[config.mk]
export PLATFORM = sky130hd
export DESIGN_NAME = n64_vmode_detect
export DESIGN_NICKNAME = d
export VERILOG_FILES = /design/src/rtl/n64_vmode_detect.sv
export SDC_FILE = /design/constraint.sdc
export NUM_CORES = 1
export LEC_CHECK = 0
export ABC_CLOCK_PERIOD_IN_PS = 2600
export BUFFER_PORTS_ARGS = -buffer_cell sky130_fd_sc_hd__buf_2
export CAP_MARGIN = 20
export CORE_MARGIN = 2
export CORE_UTILIZATION = 55
export CTS_BUF_LIST = sky130_fd_sc_hd__clkbuf_2
export DETAILED_ROUTE_END_ITERATION = 12
export MAX_ROUTING_LAYER = met4
export PLACE_DENSITY = 0.78
export SYNTH_ARGS = -nofsm -noshare
export SYNTH_HDL_FRONTEND = slang
export SYNTH_SLANG_ARGS = --single-unit
[constraint.sdc]
create_clock -name VCLK -period 2.6 [get_ports VCLK]
set_input_delay 0.26 -clock VCLK [delete_from_list [all_inputs] [get_ports VCLK]]
set_output_delay 0.26 -clock VCLK [all_outputs]
set_load 0.01 [all_outputs]
[src/rtl/n64_vmode_detect.sv]
// n64_vmode_detect
//   Measures lines per video field from the sampled sync stream, derives
//   PAL/NTSC and 240p/480i candidates on every VSYNC falling edge, and
//   commits a mode only after it has been seen on several consecutive
//   fields. Declares sync lost when no VSYNC arrives within a line budget.
//
// Ports:
//   VCLK              video clock
//   RST               synchronous reset, active-high
//   nVDSYNC           active-low sample enable; state advances only when 0
//   Sync_pre/Sync_cur previous/current sync sample ([3]=nVSYNC, [1]=nHSYNC)
//   vinfo_o           committed {palmode, n64_480i}
//   field_id_o        current field parity (1 = odd)
//   lines_per_field_o line count of the last completed field
//   vmode_valid_o     a committed mode is valid
//   mode_changed_o    one-cycle pulse when vinfo_o takes a new value
module n64_vmode_detect #(
  parameter int unsigned LINECNT_W       = 10,
  parameter int unsigned PAL_LINE_THRESH = 288,
  parameter int unsigned STABLE_FIELDS   = 4,
  parameter int unsigned TIMEOUT_LINES   = 640
) (
  input  logic                 VCLK,
  input  logic                 RST,
  input  logic                 nVDSYNC,
  input  logic [3:0]           Sync_pre,
  input  logic [3:0]           Sync_cur,
  output logic [1:0]           vinfo_o,
  output logic                 field_id_o,
  output logic [LINECNT_W-1:0] lines_per_field_o,
  output logic                 vmode_valid_o,
  output logic                 mode_changed_o
);

  localparam logic [LINECNT_W-1:0] PAL_TH      = LINECNT_W'(PAL_LINE_THRESH);
  localparam logic [LINECNT_W-1:0] TIMEOUT_CNT = LINECNT_W'(TIMEOUT_LINES);
  localparam logic [3:0]           STAB_MAX    = 4'(STABLE_FIELDS - 1);
  localparam logic [4:0]           STAB_COMMIT = 5'(STABLE_FIELDS - 1);

  logic                 en, negv, negh;
  logic                 cand_p, cand_i, commit_ok;
  logic [1:0]           cand;
  logic [LINECNT_W-1:0] cnt_inc;
  logic                 unused_sync;

  logic [LINECNT_W-1:0] line_cnt_q, line_cnt_d;
  logic [3:0]           stab_q, stab_d;
  logic [1:0]           pending_q, pending_d;
  logic                 seen_v_q, seen_v_d;
  logic [1:0]           vinfo_q, vinfo_d;
  logic                 field_id_q, field_id_d;
  logic [LINECNT_W-1:0] lpf_q, lpf_d;
  logic                 valid_q, valid_d;
  logic                 mode_changed_q, mode_changed_d;

  assign en          = ~nVDSYNC;
  assign negv        = Sync_pre[3] & ~Sync_cur[3];
  assign negh        = Sync_pre[1] & ~Sync_cur[1];
  assign unused_sync = ^{Sync_pre[2], Sync_pre[0], Sync_cur[2], Sync_cur[0]};

  // Candidates use the count and parity from before this edge updates them.
  assign cand_p    = (line_cnt_q >= PAL_TH);
  assign cand_i    = field_id_q ^ negh;
  assign cand      = {cand_p, cand_i};
  assign commit_ok = (STABLE_FIELDS == 1) ||
                     (({1'b0, stab_q} + 5'd1) >= STAB_COMMIT);
  assign cnt_inc   = (line_cnt_q == '1) ? line_cnt_q : line_cnt_q + 1'b1;

  always_comb begin
    line_cnt_d     = line_cnt_q;
    stab_d         = stab_q;
    pending_d      = pending_q;
    seen_v_d       = seen_v_q;
    vinfo_d        = vinfo_q;
    field_id_d     = field_id_q;
    lpf_d          = lpf_q;
    valid_d        = valid_q;
    mode_changed_d = 1'b0;

    if (en) begin
      if (negv) begin
        // A coincident HSYNC edge is not counted; it only marks parity.
        lpf_d      = line_cnt_q;
        line_cnt_d = '0;
        field_id_d = negh;
        if (!seen_v_q) begin
          // Parity history is meaningless until one VSYNC has been seen.
          seen_v_d = 1'b1;
        end else if (cand != pending_q) begin
          pending_d = cand;
          stab_d    = '0;
        end else begin
          if (stab_q < STAB_MAX) stab_d = stab_q + 4'd1;
          if (commit_ok) begin
            vinfo_d        = pending_q;
            valid_d        = 1'b1;
            mode_changed_d = (pending_q != vinfo_q);
          end
        end
      end else begin
        if (negh) line_cnt_d = cnt_inc;
        // Lost sync: drop validity and restart the VSYNC history while
        // keeping the last reported mode and measurements visible.
        if (line_cnt_d >= TIMEOUT_CNT) begin
          valid_d  = 1'b0;
          seen_v_d = 1'b0;
          stab_d   = '0;
        end
      end
    end
  end

  always_ff @(posedge VCLK) begin
    if (RST) begin
      line_cnt_q     <= '0;
      stab_q         <= '0;
      pending_q      <= 2'b01;
      seen_v_q       <= 1'b0;
      vinfo_q        <= 2'b01;
      field_id_q     <= 1'b0;
      lpf_q          <= '0;
      valid_q        <= 1'b0;
      mode_changed_q <= 1'b0;
    end else begin
      line_cnt_q     <= line_cnt_d;
      stab_q         <= stab_d;
      pending_q      <= pending_d;
      seen_v_q       <= seen_v_d;
      vinfo_q        <= vinfo_d;
      field_id_q     <= field_id_d;
      lpf_q          <= lpf_d;
      valid_q        <= valid_d;
      mode_changed_q <= mode_changed_d;
    end
  end

  assign vinfo_o           = vinfo_q;
  assign field_id_o        = field_id_q;
  assign lines_per_field_o = lpf_q;
  assign vmode_valid_o     = valid_q;
  assign mode_changed_o    = mode_changed_q;

endmodule

==> results of run 1 <==
## cells by family (layout without fill, tap and decap cells)
logic type	Yosys count	count (layout)	share of synthesized area
AOI/OAI and AO/OA	51	51	0.204
xor gates and xnor gates	9	9	0.0549
buffers and inverters	15	38	0.0356
adders and majority gates	4	4	0.0297
DFF	32	32	0.380
and+or+nand+nor	96	96	0.296
## synth_stat cells (3+ instances only)
master | instances | area (sq um)
clkbuf_1 | 6 | 22.5
nor4_1 | 5 | 31.3
nor4b_1 | 3 | 26.3
nand4_1 | 5 | 31.3
o211ai_1 | 4 | 30.0
o21ai_0 | 4 | 20.0
o31ai_1 | 3 | 22.5
inv_1 | 8 | 30.0
nor3_1 | 6 | 30.0
xor2_1 | 4 | 35.0
or3_1 | 3 | 18.8
nand2_1 | 32 | 120
and2_1 | 3 | 18.8
and3_1 | 3 | 18.8
dfxtp_1 | 32 | 641
xnor2_1 | 4 | 35.0
nor3b_1 | 3 | 22.5
a21oi_1 | 22 | 110
nor2_1 | 18 | 67.6
a32oi_1 | 3 | 26.3
ha_1 | 4 | 50.1
## critical path, stage by stage, from the launching register on
cell and delay [ns]:
dfxtp_1 0.45, ha_1 0.22, nand4b_1 0.21, or4_4 0.56, a211oi_4 0.26, o21ai_1 0.13, a21boi_1 0.15
## flip-flops by register name, summed over array words and instances, names as in the netlist
name	cells
vinfo_o	2
mode_changed_o	1
pending_q	2
field_id_o	1
line_cnt_q	10
lines_per_field_o	10
vmode_valid_o	1
stab_q	4
seen_v_q	1
## path summary, 6_finish.rpt
path	end	slack, ns	cells past startpoint
worst max register to register	stab_q[2]	0.56	6
worst min register to register	lines_per_field_o[8]	0.46	2
worst min-delay path	field_id_o	0.24	4
worst max-delay path	stab_q[2]	0.56	6
## area by class of cell
cell class | instances | area, sq um | area share
multi-input combinational | 160 | 986 | 0.526
sequential | 32 | 641 | 0.342
timing repair buffer | 22 | 113 | 0.0600
tap | 33 | 41.3 | 0.0220
clock inverter | 2 | 35.0 | 0.0187
clock buffer | 6 | 30.0 | 0.0160
inverter | 8 | 30.0 | 0.0160
## where the power goes
part	leakage (nW)	total [mW]	internal (mW)	switching (mW)
Sequential	0.258	0.498	0.494	0.00420
Combinational	0.411	0.0559	0.0189	0.0371
Clock	0.0430	0.334	0.166	0.169
## through the flow
stage                     worst slack, ns  utilization  cells  hold slack (ns)
after floorplan                     0.756            -    207            0.433
after global placement              0.587        0.608    255            0.441
after detailed placement            0.575        0.608    255            0.445
after CTS                           0.542        0.630    263            0.229
after global routing                0.373        0.630    263            0.218
final                               0.556        0.630    263            0.244
## per-layer routing
layer | up-vias | global-route usage | routed length [um]
li1 | 796 | - | -
met1 | 666 | 0.335 | 1840
met2 | 53 | 0.290 | 1470
met3 | 9 | 0.0590 | 207
met4 | 0 | 0.0812 | 58
met5 | - | - | 0
==> flow_metrics.env, run 1 <==
export IMPL_ant_nets=0
export IMPL_cts_num_sinks=32
export IMPL_r2r_start="line_cnt_q[0]"
export IMPL_postCtsSetupBuffers=0
export IMPL_grt_max_degree=24
export IMPL_worstSetupStartpointType="register"
export IMPL_drt_vias_per_instance=5.79
export IMPL_finalHoldViolCount=0
export IMPL_vias=1524
export IMPL_cp_required_ns=2.91
export IMPL_drive_gt1_frac=0.165
export IMPL_syn_inst=207
export IMPL_worst_pin_slew_ns=0.547
export IMPL_p_leak_nw=0.712
export IMPL_critPathLaunch="line_cnt_q[0]"
export IMPL_drv_slew=0
export IMPL_place_gp_congestion=0.943
export IMPL_drt_iter0_markers=117
export IMPL_status="finished, final reports clean"
export IMPL_finClkSkew_ns=0.00828
export IMPL_syn_area_sq_um=1690
export IMPL_antenna_found_initial=0
export IMPL_arrival_ns=2.35
export IMPL_firstDrtPassIters=4
export IMPL_min_period_ns=2.04
export IMPL_h_tree_depth=2
export IMPL_die_area_sq_um=3530
export IMPL_async_flop_share=0
export IMPL_syn_area_per_cell_sq_um=8.15
export IMPL_synth_cell_types=46
export IMPL_io_pin_count=26
export IMPL_clkLatencyLatePin_ns=0.36
export IMPL_cts_buffers=5
export IMPL_synth_ff_type="dfxtp_1"
export IMPL_start_util=0.566
export IMPL_grt_util_all_layers=0.226
export IMPL_cts_repair_resize_count=0
export IMPL_fin_crit_sh=0.786
export IMPL_relSlewSlack=0.632
export IMPL_fin_tns_setup_ns=0
export IMPL_placed_cell_area_sq_um=1810
export IMPL_synth_nets=222
export IMPL_synth_edf_count=0
export IMPL_placeableCoreArea_sq_um=2980
export IMPL_critPathKind="reg2reg"
export IMPL_hold_path_class="in2reg"
export IMPL_wl_per_cell_um=13.6
export IMPL_overflow=0
export IMPL_dp_hpwl_mm=2.64
export IMPL_chipHeight_um=59.4
export IMPL_peakVddDrop_mv=0.294
export IMPL_rows=20
export IMPL_worstPathMaxFanout=6
export IMPL_n_antenna_cell=0
export IMPL_ys_ff_latch=32
export IMPL_clockBufferDepth=2
export IMPL_total_power_mw=0.889
export IMPL_final_cell_mix="nand2_1 (32), dfxtp_1 (32), a21oi_1 (22)"
export IMPL_route_detailed_drc=0
export IMPL_grt_pass1_vias=1240
export IMPL_ys_seq_area_frac=0.380
export IMPL_setup_viol=0
export IMPL_rsz0062_at_grt="no"
export IMPL_root_buffer="clkbuf_2"
export IMPL_num_fill_cells=272
export IMPL_wl_mm=3.58
export IMPL_worstHoldStart="Sync_cur[1]"
export IMPL_area_delta_synth_final_pct=11.2
export IMPL_yosysWarnings=0
export IMPL_nNetsFinal=244
export IMPL_die_w_um=59.4
export IMPL_fmax_mhz=489
export IMPL_crit_path_end_kind="register"
export IMPL_grt_pass1_wl_mm=5.79
export IMPL_stdcell_area_sq_um=1880
export IMPL_power_density_nw_per_um2=474
export IMPL_ctsHoldBuffers=0
export IMPL_clk_pin_slew_ns=0.16
export IMPL_cap_violations=0
export IMPL_cts_tree="done"
export IMPL_place_port_buffers=21
Power figures use the tool's default switching activity.
==> inputs of run 2 (changes only) <==
--- a/config.mk
+++ b/config.mk
@@ -5,11 +5,11 @@
 export SDC_FILE = /design/constraint.sdc
 export NUM_CORES = 1
 export LEC_CHECK = 0
-export ABC_CLOCK_PERIOD_IN_PS = 2600
+export ABC_CLOCK_PERIOD_IN_PS = 1700
 export BUFFER_PORTS_ARGS = -buffer_cell sky130_fd_sc_hd__buf_2
 export CAP_MARGIN = 20
 export CORE_MARGIN = 2
-export CORE_UTILIZATION = 55
+export CORE_UTILIZATION = 53
 export CTS_BUF_LIST = sky130_fd_sc_hd__clkbuf_2
 export DETAILED_ROUTE_END_ITERATION = 12
 export MAX_ROUTING_LAYER = met4
==> constraint.sdc (replaced) <==
create_clock -name VCLK -period 1.7 [get_ports VCLK]
set_input_delay 0.17 -clock VCLK [delete_from_list [all_inputs] [get_ports VCLK]]
set_output_delay 0.17 -clock VCLK [all_outputs]
set_load 0.01 [all_outputs]
==> flow_metrics.env, run 2 (synthesis gave the netlist of run 1 again) <==
export IMPL_num_fill_cells=207
export IMPL_ant_nets=0
export IMPL_violations="negative setup slack"
export IMPL_dp_hpwl_mm=3.22
export IMPL_route_detailed_drc=0
export IMPL_reg2reg_depth=6
export IMPL_fin_crit_sh=1.02
export IMPL_finClkSkew_ns=0.0104
export IMPL_setup_ws_ns=-0.0388
export IMPL_min_period_ns=1.74
export IMPL_layout_commonest_cell="buf_4"
export IMPL_clkLatencyLatePin_ns=0.38
export IMPL_antenna_found_initial=0
export IMPL_vias=1825
export IMPL_placed_cells=304
export IMPL_grt_util_all_layers=0.273
export IMPL_worstSetupStartpointType="register"
export IMPL_drive_gt1_frac=0.388
export IMPL_whs_endpoint="seen_v_q"
export IMPL_cts_num_sinks=32
export IMPL_hold_path_class="in2reg"
export IMPL_wl_mm=4.61
export IMPL_grt_pass1_vias=1577
export IMPL_clk_pin_slew_ns=0.18
export IMPL_finalHoldViolCount=0
export IMPL_clockBufferDepth=2
export IMPL_io_pin_count=26
export IMPL_chipHeight_um=60.4
export IMPL_pre_cts_slack_ns=-0.114
export IMPL_die_w_um=60.4
export IMPL_cts_tree="done"
export IMPL_ff2ff_setup_slack_ns=-0.04
export IMPL_arrival_ns=2.06
export IMPL_worst_pin_slew_ns=0.433
export IMPL_worstPathMaxFanout=4
export IMPL_power_density_nw_per_um2=600
export IMPL_placeableCoreArea_sq_um=3030
export IMPL_final_cell_mix="buf_4 (43), nand2_1 (32), dfxtp_1 (23)"
export IMPL_timing_rr_end="seen_v_q"
export IMPL_nNetsFinal=287
export IMPL_place_port_buffers=21
export IMPL_setup_viol=4
export IMPL_die_area_sq_um=3650
export IMPL_grt_max_degree=23
export IMPL_relSlewSlack=0.711
export IMPL_grt_pass1_wl_mm=7.16
export IMPL_placed_cell_area_sq_um=2130
export IMPL_p_leak_nw=0.944
export IMPL_rows=20
export IMPL_crit_path_end_kind="register"
export IMPL_critPathKind="reg2reg"
export IMPL_n_antenna_cell=0
export IMPL_overflow=0
export IMPL_h_tree_depth=2
export IMPL_whs_path_depth=4
export IMPL_drv_slew=0
export IMPL_wl_per_cell_um=14.5
export IMPL_final_core_util=0.776
export IMPL_drt_vias_per_instance=5.76
export IMPL_rsz0062_at_grt="yes"
export IMPL_multi_input_area_sq_um=1100
export IMPL_r2r_start="line_cnt_q[1]"
export IMPL_fmax_mhz=575
export IMPL_stdcell_count=317
export IMPL_stdcell_area_sq_um=2350
export IMPL_worstHoldStart="nVDSYNC"
export IMPL_root_buffer="clkbuf_2"
export IMPL_firstDrtPassIters=4
export IMPL_cts_buffers=5
export IMPL_cp_required_ns=2.02
export IMPL_area_delta_synth_final_pct=39.3
export IMPL_start_util=0.557
export IMPL_whs_ns=0.185
export IMPL_place_gp_congestion=0.893
export IMPL_peakVddDrop_mv=0.396
export IMPL_cap_violations=0
export IMPL_drt_iter0_markers=101
export IMPL_status="finished, violations left"
export IMPL_ff_latch_area_sq_um=664
-- run 2: cell types whose count changed in the layout (fill, tap and decap cells not counted), sizes merged --
cell / before / now
buf: 22 / 65
-- run 2: critical path: stages, from the launching register on --
cell      delay (ns)
dfxtp_4         0.40
ha_4            0.13
nand4b_1        0.12
or4_4           0.46
a211oi_4        0.29
o211ai_1        0.13
a21oi_1         0.14
-- run 2: timing repair --
action / 4_1_cts / 5_1_grt
gates resized for setup: 11 / 24
pin swaps: 3 / 8
hold buffers: 0 / 0
buffers inserted: 3 / 2
setup endpoints to repair: 9 / 15
-- run 2: cell type report --
cell class / count / area share
multi-input combinational: 160 / 0.466
sequential: 32 / 0.283
timing repair buffer: 65 / 0.187
tap: 44 / 0.0234
clock inverter: 2 / 0.0149
clock buffer: 6 / 0.0128
inverter: 8 / 0.0128
-- run 2: power breakdown --
part	internal [mW]	switching [mW]
registers	0.749	0.00528
clock network	0.253	0.277
logic	0.0540	0.0714
total	1.06	0.353
-- run 2: worst max path at each step --
stage	startpoint	end	cells past startpoint
floorplan	line_cnt_q[8]	vmode_valid_o	5
global placement	line_cnt_q[5]	vinfo_o[0]	5
detailed placement	line_cnt_q[5]	vinfo_o[0]	5
CTS	line_cnt_q[1]	stab_q[2]	6
global route	line_cnt_q[6]	seen_v_q	5
finish	line_cnt_q[1]	seen_v_q	6
-- run 2: per-layer routing --
metal / track usage / up-vias / wire (um)
met4: 0.0807 / 0 / 83
li1: - / 890 / -
met1: 0.353 / 854 / 2060
met2: 0.430 / 72 / 2210
met3: 0.0576 / 9 / 257
met5: - / - / 0
-- run 2: through the flow --
step | TNS, ns | power (mW)
finish | -0.106 | 1.41
global route | -0.773 | 1.46
CTS | -0.208 | 1.41
detailed placement | -0.553 | 0.889
global placement | -0.255 | 0.888
floorplan | 0 | 0.837
